<file path="config.mk">
export PLATFORM = sky130hd
export DESIGN_NAME = reg_dump_unit
export DESIGN_NICKNAME = d
export VERILOG_FILES = /design/src/rtl/reg_dump_unit.sv
export SDC_FILE = /design/constraint.sdc
export NUM_CORES = 1
export LEC_CHECK = 0
export ABC_AREA = 1
export BUFFER_PORTS_ARGS = -buffer_cell sky130_fd_sc_hd__clkbuf_2
export CORE_MARGIN = 8
export CORE_UTILIZATION = 42
export CTS_CLUSTER_SIZE = 12
export DETAILED_ROUTE_END_ITERATION = 8
export PLACE_DENSITY = 0.75
export SYNTH_ARGS = -nofsm -noshare
export SYNTH_HDL_FRONTEND = slang
export SYNTH_SLANG_ARGS = --single-unit
</file>
<file path="constraint.sdc">
create_clock -name CLK -period 1.5 [get_ports CLK]
set_input_delay 0.15 -clock CLK [delete_from_list [all_inputs] [get_ports CLK]]
set_output_delay 0.15 -clock CLK [all_outputs]
set_load 0.05 [all_outputs]
</file>
<file path="src/rtl/reg_dump_unit.sv">
// reg_dump_unit
//   Debug read-out engine for the 32x32 register file. A Start pulse walks
//   the register indices in ascending order over one asynchronous read port.
//   Each word is captured and offered as an {index, data} beat on a
//   valid/ready stream. A one-cycle Done pulse follows the last accepted beat.
//
// Parameters
//   NREGS    number of registers walked (indices 0..NREGS-1, NREGS <= 32)
//   SKIP_X0  when non-zero the walk starts at index 1 (x0 is hardwired zero)
//
// Ports
//   CLK       clock, all state updates on posedge
//   RST       synchronous active-high reset
//   Start     begin a dump (only honoured in IDLE)
//   Abort     cancel a dump in progress
//   RdAddr    register-file read address (decoded from state/ptr)
//   RdData    asynchronous read data for RdAddr
//   OutValid  output beat valid
//   OutReady  sink accepts the beat
//   OutIdx    register index of the current beat
//   OutData   register contents of the current beat
//   Busy      high in every non-IDLE state
//   Done      one-cycle pulse after the last beat is accepted
module reg_dump_unit #(
  parameter int unsigned NREGS   = 32,
  parameter int unsigned SKIP_X0 = 0
) (
  input  logic        CLK,
  input  logic        RST,
  input  logic        Start,
  input  logic        Abort,
  output logic [4:0]  RdAddr,
  input  logic [31:0] RdData,
  output logic        OutValid,
  input  logic        OutReady,
  output logic [4:0]  OutIdx,
  output logic [31:0] OutData,
  output logic        Busy,
  output logic        Done
);

  typedef enum logic [1:0] {
    IDLE = 2'd0,
    READ = 2'd1,
    SEND = 2'd2,
    FIN  = 2'd3
  } state_t;

  localparam logic [4:0] LAST  = 5'(NREGS - 1);
  localparam logic [4:0] FIRST = (SKIP_X0 != 0) ? 5'd1 : 5'd0;

  state_t     state;
  state_t     state_nxt;
  logic [4:0] ptr;

  // State register
  always_ff @(posedge CLK) begin
    if (RST) begin
      state <= IDLE;
    end else begin
      state <= state_nxt;
    end
  end

  // Next-state logic; Abort wins over a same-cycle handshake
  always_comb begin
    state_nxt = state;
    unique case (state)
      IDLE: if (Start && !Abort) state_nxt = READ;
      READ: state_nxt = Abort ? IDLE : SEND;
      SEND: begin
        if (Abort) begin
          state_nxt = IDLE;
        end else if (OutReady) begin
          state_nxt = (ptr == LAST) ? FIN : READ;
        end
      end
      FIN:  state_nxt = IDLE;
      default: state_nxt = IDLE;
    endcase
  end

  // Pointer and captured beat. Termination is by the compare against LAST,
  // so ptr is never advanced past it and never relies on 5-bit wrap.
  always_ff @(posedge CLK) begin
    if (RST) begin
      ptr     <= '0;
      OutIdx  <= '0;
      OutData <= '0;
    end else begin
      unique case (state)
        IDLE: if (Start && !Abort) ptr <= FIRST;
        READ: begin
          if (!Abort) begin
            OutIdx  <= ptr;
            OutData <= RdData;
          end
        end
        SEND: if (!Abort && OutReady && ptr != LAST) ptr <= ptr + 5'd1;
        default: ;
      endcase
    end
  end

  // Output decode from the state register
  always_comb begin
    RdAddr   = (state == READ) ? ptr : '0;
    OutValid = (state == SEND);
    Busy     = (state != IDLE);
    Done     = (state == FIN);
  end

endmodule

</file>
# Yosys cells after proc, flatten, opt, wreduce, memory -nomap -nowiden

Index checks and enable logic that the tools add are counted.

Bits of input ports: 37
Word-level logic and storage cells: 34
Flip-flop bits (word level): 44
Output and inout bits: 45

Equal/unequal tests: 8
Multiplexer cells: 10
Reductions and logical operators: 10
Add/subtract/negate cells: 1
Bitwise operators: 1

Operator list:

| kind                  | count |
|---|---|
| $mux W5               | 3 |
| $mux W2               | 5 |
| $pmux W5 S2           | 1 |
| $pmux W2 S4           | 1 |
| $add A5 B1 Y5 const B | 1 |
| $eq A5 B5 Y1 const B  | 1 |
| $ne A5 B5 Y1 const B  | 1 |
| $eq A2 B2 Y1 const B  | 2 |
| $reduce_and A2 Y1     | 2 |
| $reduce_bool A2 Y1    | 2 |
| $logic_and A1 B1 Y1   | 3 |
| $ne A3 B2 Y1 const B  | 1 |
| $reduce_and A3 Y1     | 1 |
| $eq A2 B1 Y1 const B  | 1 |
| $logic_not A2 Y1      | 1 |
| $ne A2 B1 Y1 const B  | 1 |
| $ne A2 B2 Y1 const B  | 1 |
| $logic_not A1 Y1      | 1 |
| $not A1 Y1            | 1 |

# Longest topological paths before layout

Word-level depth: 5
Depth in mapped cells: 10
Depth with buffers taken out: 10

# Least setup slack after synthesis

OpenSTA, ideal clock, no wires.

Path type: reg2reg
From: register ptr[0]
To: register ptr[0]
Clock period less this slack: 1.464 ns
Slack: 0.036 ns
Library setup time: 0.113 ns
Data arrival time: 1.351 ns
Required time: 1.387 ns
Buffers on the path: 0
Cell stages (with the launch flop): 11
Path through: dfxtp_1 ha_1 nand2_1 nor2_1 ha_1 nor2_1 nand3_2 nand2_2 nand2_1 nand2_1 nor2_1

Cells in the longest elaborated chain, start to end: 4
Elaborated cells between the ends (all ways): 7
Classes of those cells: add/sub: 1; eq/ne: 2; mux: 2; reduce/logical: 2

Ends and longest elaborated chain:

| element                                                               | RTL line | source |
|---|---|---|
| from (decl)                                                           | 54       | `logic [4:0] ptr;` |
| from (signal assigned)                                                | 99       | `SEND: if (!Abort && OutReady && ptr != LAST) ptr <= ptr + 5'd1;` |
| parallel branches: the longest is 4 deep, another holds $add A5 B1 Y5 | --       |  |

Several ways; the timed one is not identified. The select of a mux whose other input is x is not followed.
A chain may end at the register's enable or synchronous reset.

# Worst setup path in the final report

From: register state[1]
To: output port OutValid

Cells in the longest elaborated chain, start to end: 1

Ends and longest elaborated chain:

| element                | RTL line | source |
|---|---|---|
| from (decl)            | 52       | `state_t state;` |
| from (signal assigned) | 61       | `state <= state_nxt;` |
| $eq A2 B2 Y1           | 108      | `OutValid = (state == SEND);` |
| to (decl)              | 34       | `output logic OutValid,` |

No other way between the ends.

==> flow_results.org <==
** Die
- Measured along the y axis, the die boundary spans 82.0 um.
- During I/O placement, the number of pins put on the boundary was 82.
- DIE WIDTH :: 82.0 um
- After floorplanning, the core was divided into 24 placement rows.
- In this run the standard cell core region covers 4260 um2.
- Starting utilization of the core area :: 0.429
- The die covers 6730 um2.

** Timing
- Clock Skew :: 0.00637 ns
- Min setup slack post-route :: 0.0717 ns
- Pins Over Slew Limit :: 0
- Share of the cycle needed by the critical path after routing :: 0.952
- Max_slew headroom :: 0.783
- The tightest hold path in the finished design has a slack of 0.112 ns.
- Setup violations remaining at the end of the flow were counted as 0.
- Setup repair after global routing missed its margin :: no
- Transition at the pin with the smallest max-transition slack :: 0.326 ns
- Endpoints failing hold :: 0
- For this run, the top clock speed supported by timing is 700 MHz.
- Min Tclk post-route :: 1.43 ns

** Layout
- Layout net count :: 357
- Leaving out fill and tap cells, the most frequent cell in the layout is sky130_fd_sc_hd__clkbuf_2.
- In the layout the commonest cells are 76 x sky130_fd_sc_hd__clkbuf_2, 47 x sky130_fd_sc_hd__inv_1, 42 x sky130_fd_sc_hd__dfxtp_1.
- Area growth from synthesis to layout :: 34.2%
- # diodes :: 0
- At the end of the flow the core is filled with cells to 0.576.
- In the final layout, the share of cells above drive strength 1 is 0.352.

** Placement
- Worst setup slack before clock tree synthesis :: -0.0134 ns
- The wire-length estimate of the detail-placed layout is 3.42 mm.
- During placement, the flow inserted port buffers numbering 81.
- Placer Congestion :: 0.812

** Detailed routing
- In the routed design, unresolved DRC markers number 0.
- Detailed Route WL :: 4.41 mm
- Vias post-DR :: 1,703
- Once detail routing completed, the nets flagged for antenna violations numbered 0.
- Before antenna repair, the detailed router went through 4 iterations.
- DRC violation total after the first TritonRoute iteration :: 43
- After detailed routing, the number of vias per cell comes to 4.60.
- Routed length per instance :: 11.9 um

** CTS
- Counting the buffers created by CTS gives 5.
- The root buffer cell chosen for the clock tree is sky130_fd_sc_hd__clkbuf_8.
- Number of levels in the clock H-tree :: 2
- TritonCTS built the clock tree.
- The clock passes through at most 2 buffers.
- Post-CTS repair timing setup buffer count :: 0
- The clock drives 44 sinks.
- Source-to-sink clock delay at the later pin of the worst-skew pair :: 0.29 ns
- After clock tree synthesis, the clock-pin slew on the worst setup and hold paths is 0.08 ns.

** Min path
- Counting instances, the worst hold path has a depth of 2.
- The path with the worst hold slack has its endpoint at ptr[1].
- Worst min-delay path startpoint :: RST
- Classification of the worst-slack hold path :: in -> reg

** Power
- The share of total power dissipated in combinational logic is 0.199.
- For this design the total switching power over the nets is 0.827 mW.
- The share of total power dissipated in sequential elements is 0.444.
- Clk network pwr share :: 0.357
- For this design the static power due to leakage is 1.13 nW.
- Of the total power, the share spent switching nets is 0.287.
- VDD IR-drop max :: 0.000712 V
- Power per cell area :: 1170 nW/um2
- The internal power of the cells totals 2.06 mW.

** Yosys
- Unique cell type count in the Yosys netlist :: 22
- For this run, the register share of the synthesized area comes to 0.481.
- Number of warnings issued by yosys :: 0
- A synthesized cell averages 7.76 um2.
- Post-Synthesis Net Count :: 275
- Number of flip-flops and latches in the synthesized netlist :: 44
- The cell count after synthesis came out at 236.
- The synthesized netlist occupies a cell area of 1830 um2.

** Critical path
- Traced cell by cell, the critical path runs through inv_2 -> nor2_4 -> clkbuf_2.
- Worst Path Required :: 1.35 ns
- Family with the most delay on the worst path :: flip-flops
- Of all nets on the critical path, the largest fanout is 6.
- In this run the register-to-register setup slack is 0.12 ns.
- Delay of the slowest cell on the worst path :: 0.41 ns
- Class of the most critical setup path :: reg -> out
- Measured in cells, the most critical reg-to-reg path has a length of 10.
- The worst register-to-register path ends at ptr[4].
- At the worst endpoint, the arrival time is 1.28 ns.
- Critical Path Source Type :: flop
- Slowest cell on crit path :: sky130_fd_sc_hd__dfxtp_1
- The worst setup path is captured at an output pin.
- Together, buffers and inverters on the worst path number 2.
- In this run the critical register-to-register path is launched from ptr[0].

** Global routing
- The first global-routing pass estimated 7.12 mm of wire.
- The number of global-route vias before repair was 1,590.
- The number of antenna violations at the first check in global routing came to 0.
- Total routing resource utilization after global routing :: 0.134
- Gr ovfl total :: 0
- Entering global routing, the biggest net connects 41 pins.

** Flow run
- The tool flagged a number of max-cap violations equal to 0.

** Status
- Status :: complete, no violations
==> Yosys cell counts <==
cell type	number	area (um2)
sky130_fd_sc_hd__nor3_1	2	10.0
sky130_fd_sc_hd__clkbuf_1	2	7.51
sky130_fd_sc_hd__buf_2	2	10.0
sky130_fd_sc_hd__and3_1	1	6.26
sky130_fd_sc_hd__buf_6	7	78.8
sky130_fd_sc_hd__inv_2	3	11.3
sky130_fd_sc_hd__o21ai_2	3	26.3
sky130_fd_sc_hd__nand3_2	3	30.0
sky130_fd_sc_hd__nand2_1	20	75.1
sky130_fd_sc_hd__inv_1	47	176
sky130_fd_sc_hd__nand3b_1	1	7.51
sky130_fd_sc_hd__dfxtp_1	44	881
sky130_fd_sc_hd__ha_1	2	25.0
sky130_fd_sc_hd__nand4_1	1	6.26
sky130_fd_sc_hd__a21oi_1	39	195
sky130_fd_sc_hd__nor2_4	1	11.3
sky130_fd_sc_hd__nand3_1	6	30.0
sky130_fd_sc_hd__nand2_2	1	6.26
sky130_fd_sc_hd__o21ai_0	16	80.1
sky130_fd_sc_hd__o21ai_1	20	100
sky130_fd_sc_hd__buf_1	1	3.75
sky130_fd_sc_hd__nor2_1	14	52.6
==> layout make-up <==
type | instances | area, um2
Inverter | 50 | 188
Clock buffer | 5 | 68.8
Tap cell | 52 | 65.1
Multi-Input combinational cell | 130 | 692
Timing Repair Buffer | 87 | 500
Clock inverter | 2 | 60.1
Fill cell | 415 | 1810
Sequential cell | 44 | 883
==> flip-flops by register name, indices dropped and copies added (netlist names) <==
signal and flops:
state 2, ptr 5, OutData 32, OutIdx 5
==> through the flow <==
stage / power [mW] / std cells / instance area, um2 / setup TNS (ns)
2_1_floorplan: 1.72 / 236 / 1830 / 0
3_3_place_gp: 1.87 / 363 / 2280 / 0
3_5_place_dp: 1.88 / 363 / 2280 / -0.0193
4_1_cts: 2.93 / 370 / 2430 / 0
5_1_grt: 3.04 / 370 / 2460 / 0
6_report: 2.88 / 370 / 2460 / 0
==> worst max path at each step <==
| stage | from | to | slack [ns] | cells after the start |
|---|---|---|---|---|
| 2_1_floorplan | ptr[0] | ptr[0] | 0.04 | 10 |
| 3_3_place_gp | ptr[0] | ptr[0] | 0.03 | 10 |
| 3_5_place_dp | ptr[0] | ptr[4] | -0.01 | 10 |
| 4_1_cts | ptr[0] | ptr[4] | 0.01 | 10 |
| 5_1_grt | state[1] | OutValid | 0.006 | 3 |
| 6_report | state[1] | OutValid | 0.07 | 3 |
==> repair_timing <==
action	in CTS	in global routing
resized for setup	6	12
setup endpoints to repair	8	8
hold buffers	0	0
pin swaps	1	2
==> layer usage <==
layer	track usage	routed length, um	vias up
met5	0	0	-
met4	0.0596	91	0
met3	0.0449	389	9
met2	0.228	2180	53
met1	0.147	1750	726
li1	-	-	915
==> power groups by stage <==
| stage | clock, mW | combinational (mW) | sequential [mW] |
|---|---|---|---|
| floorplan | 0 | 0.207 | 1.52 |
| global placement | 0 | 0.568 | 1.30 |
| detailed placement | 0 | 0.573 | 1.31 |
| CTS | 1.07 | 0.576 | 1.28 |
| global route | 1.12 | 0.628 | 1.29 |
| finish | 1.03 | 0.574 | 1.28 |
==> cells by family after synthesis <==
| group | count (synthesis) | synth area share |
|---|---|---|
| flip-flops | 44 | 0.481 |
| AO/OA/AOI/OAI | 78 | 0.219 |
| buffers and inverters | 62 | 0.157 |
| adder cells (fa/ha/maj) | 2 | 0.0137 |
| AND/OR/NAND/NOR | 50 | 0.129 |
Note: power is estimated with default switching activity, not from simulation.
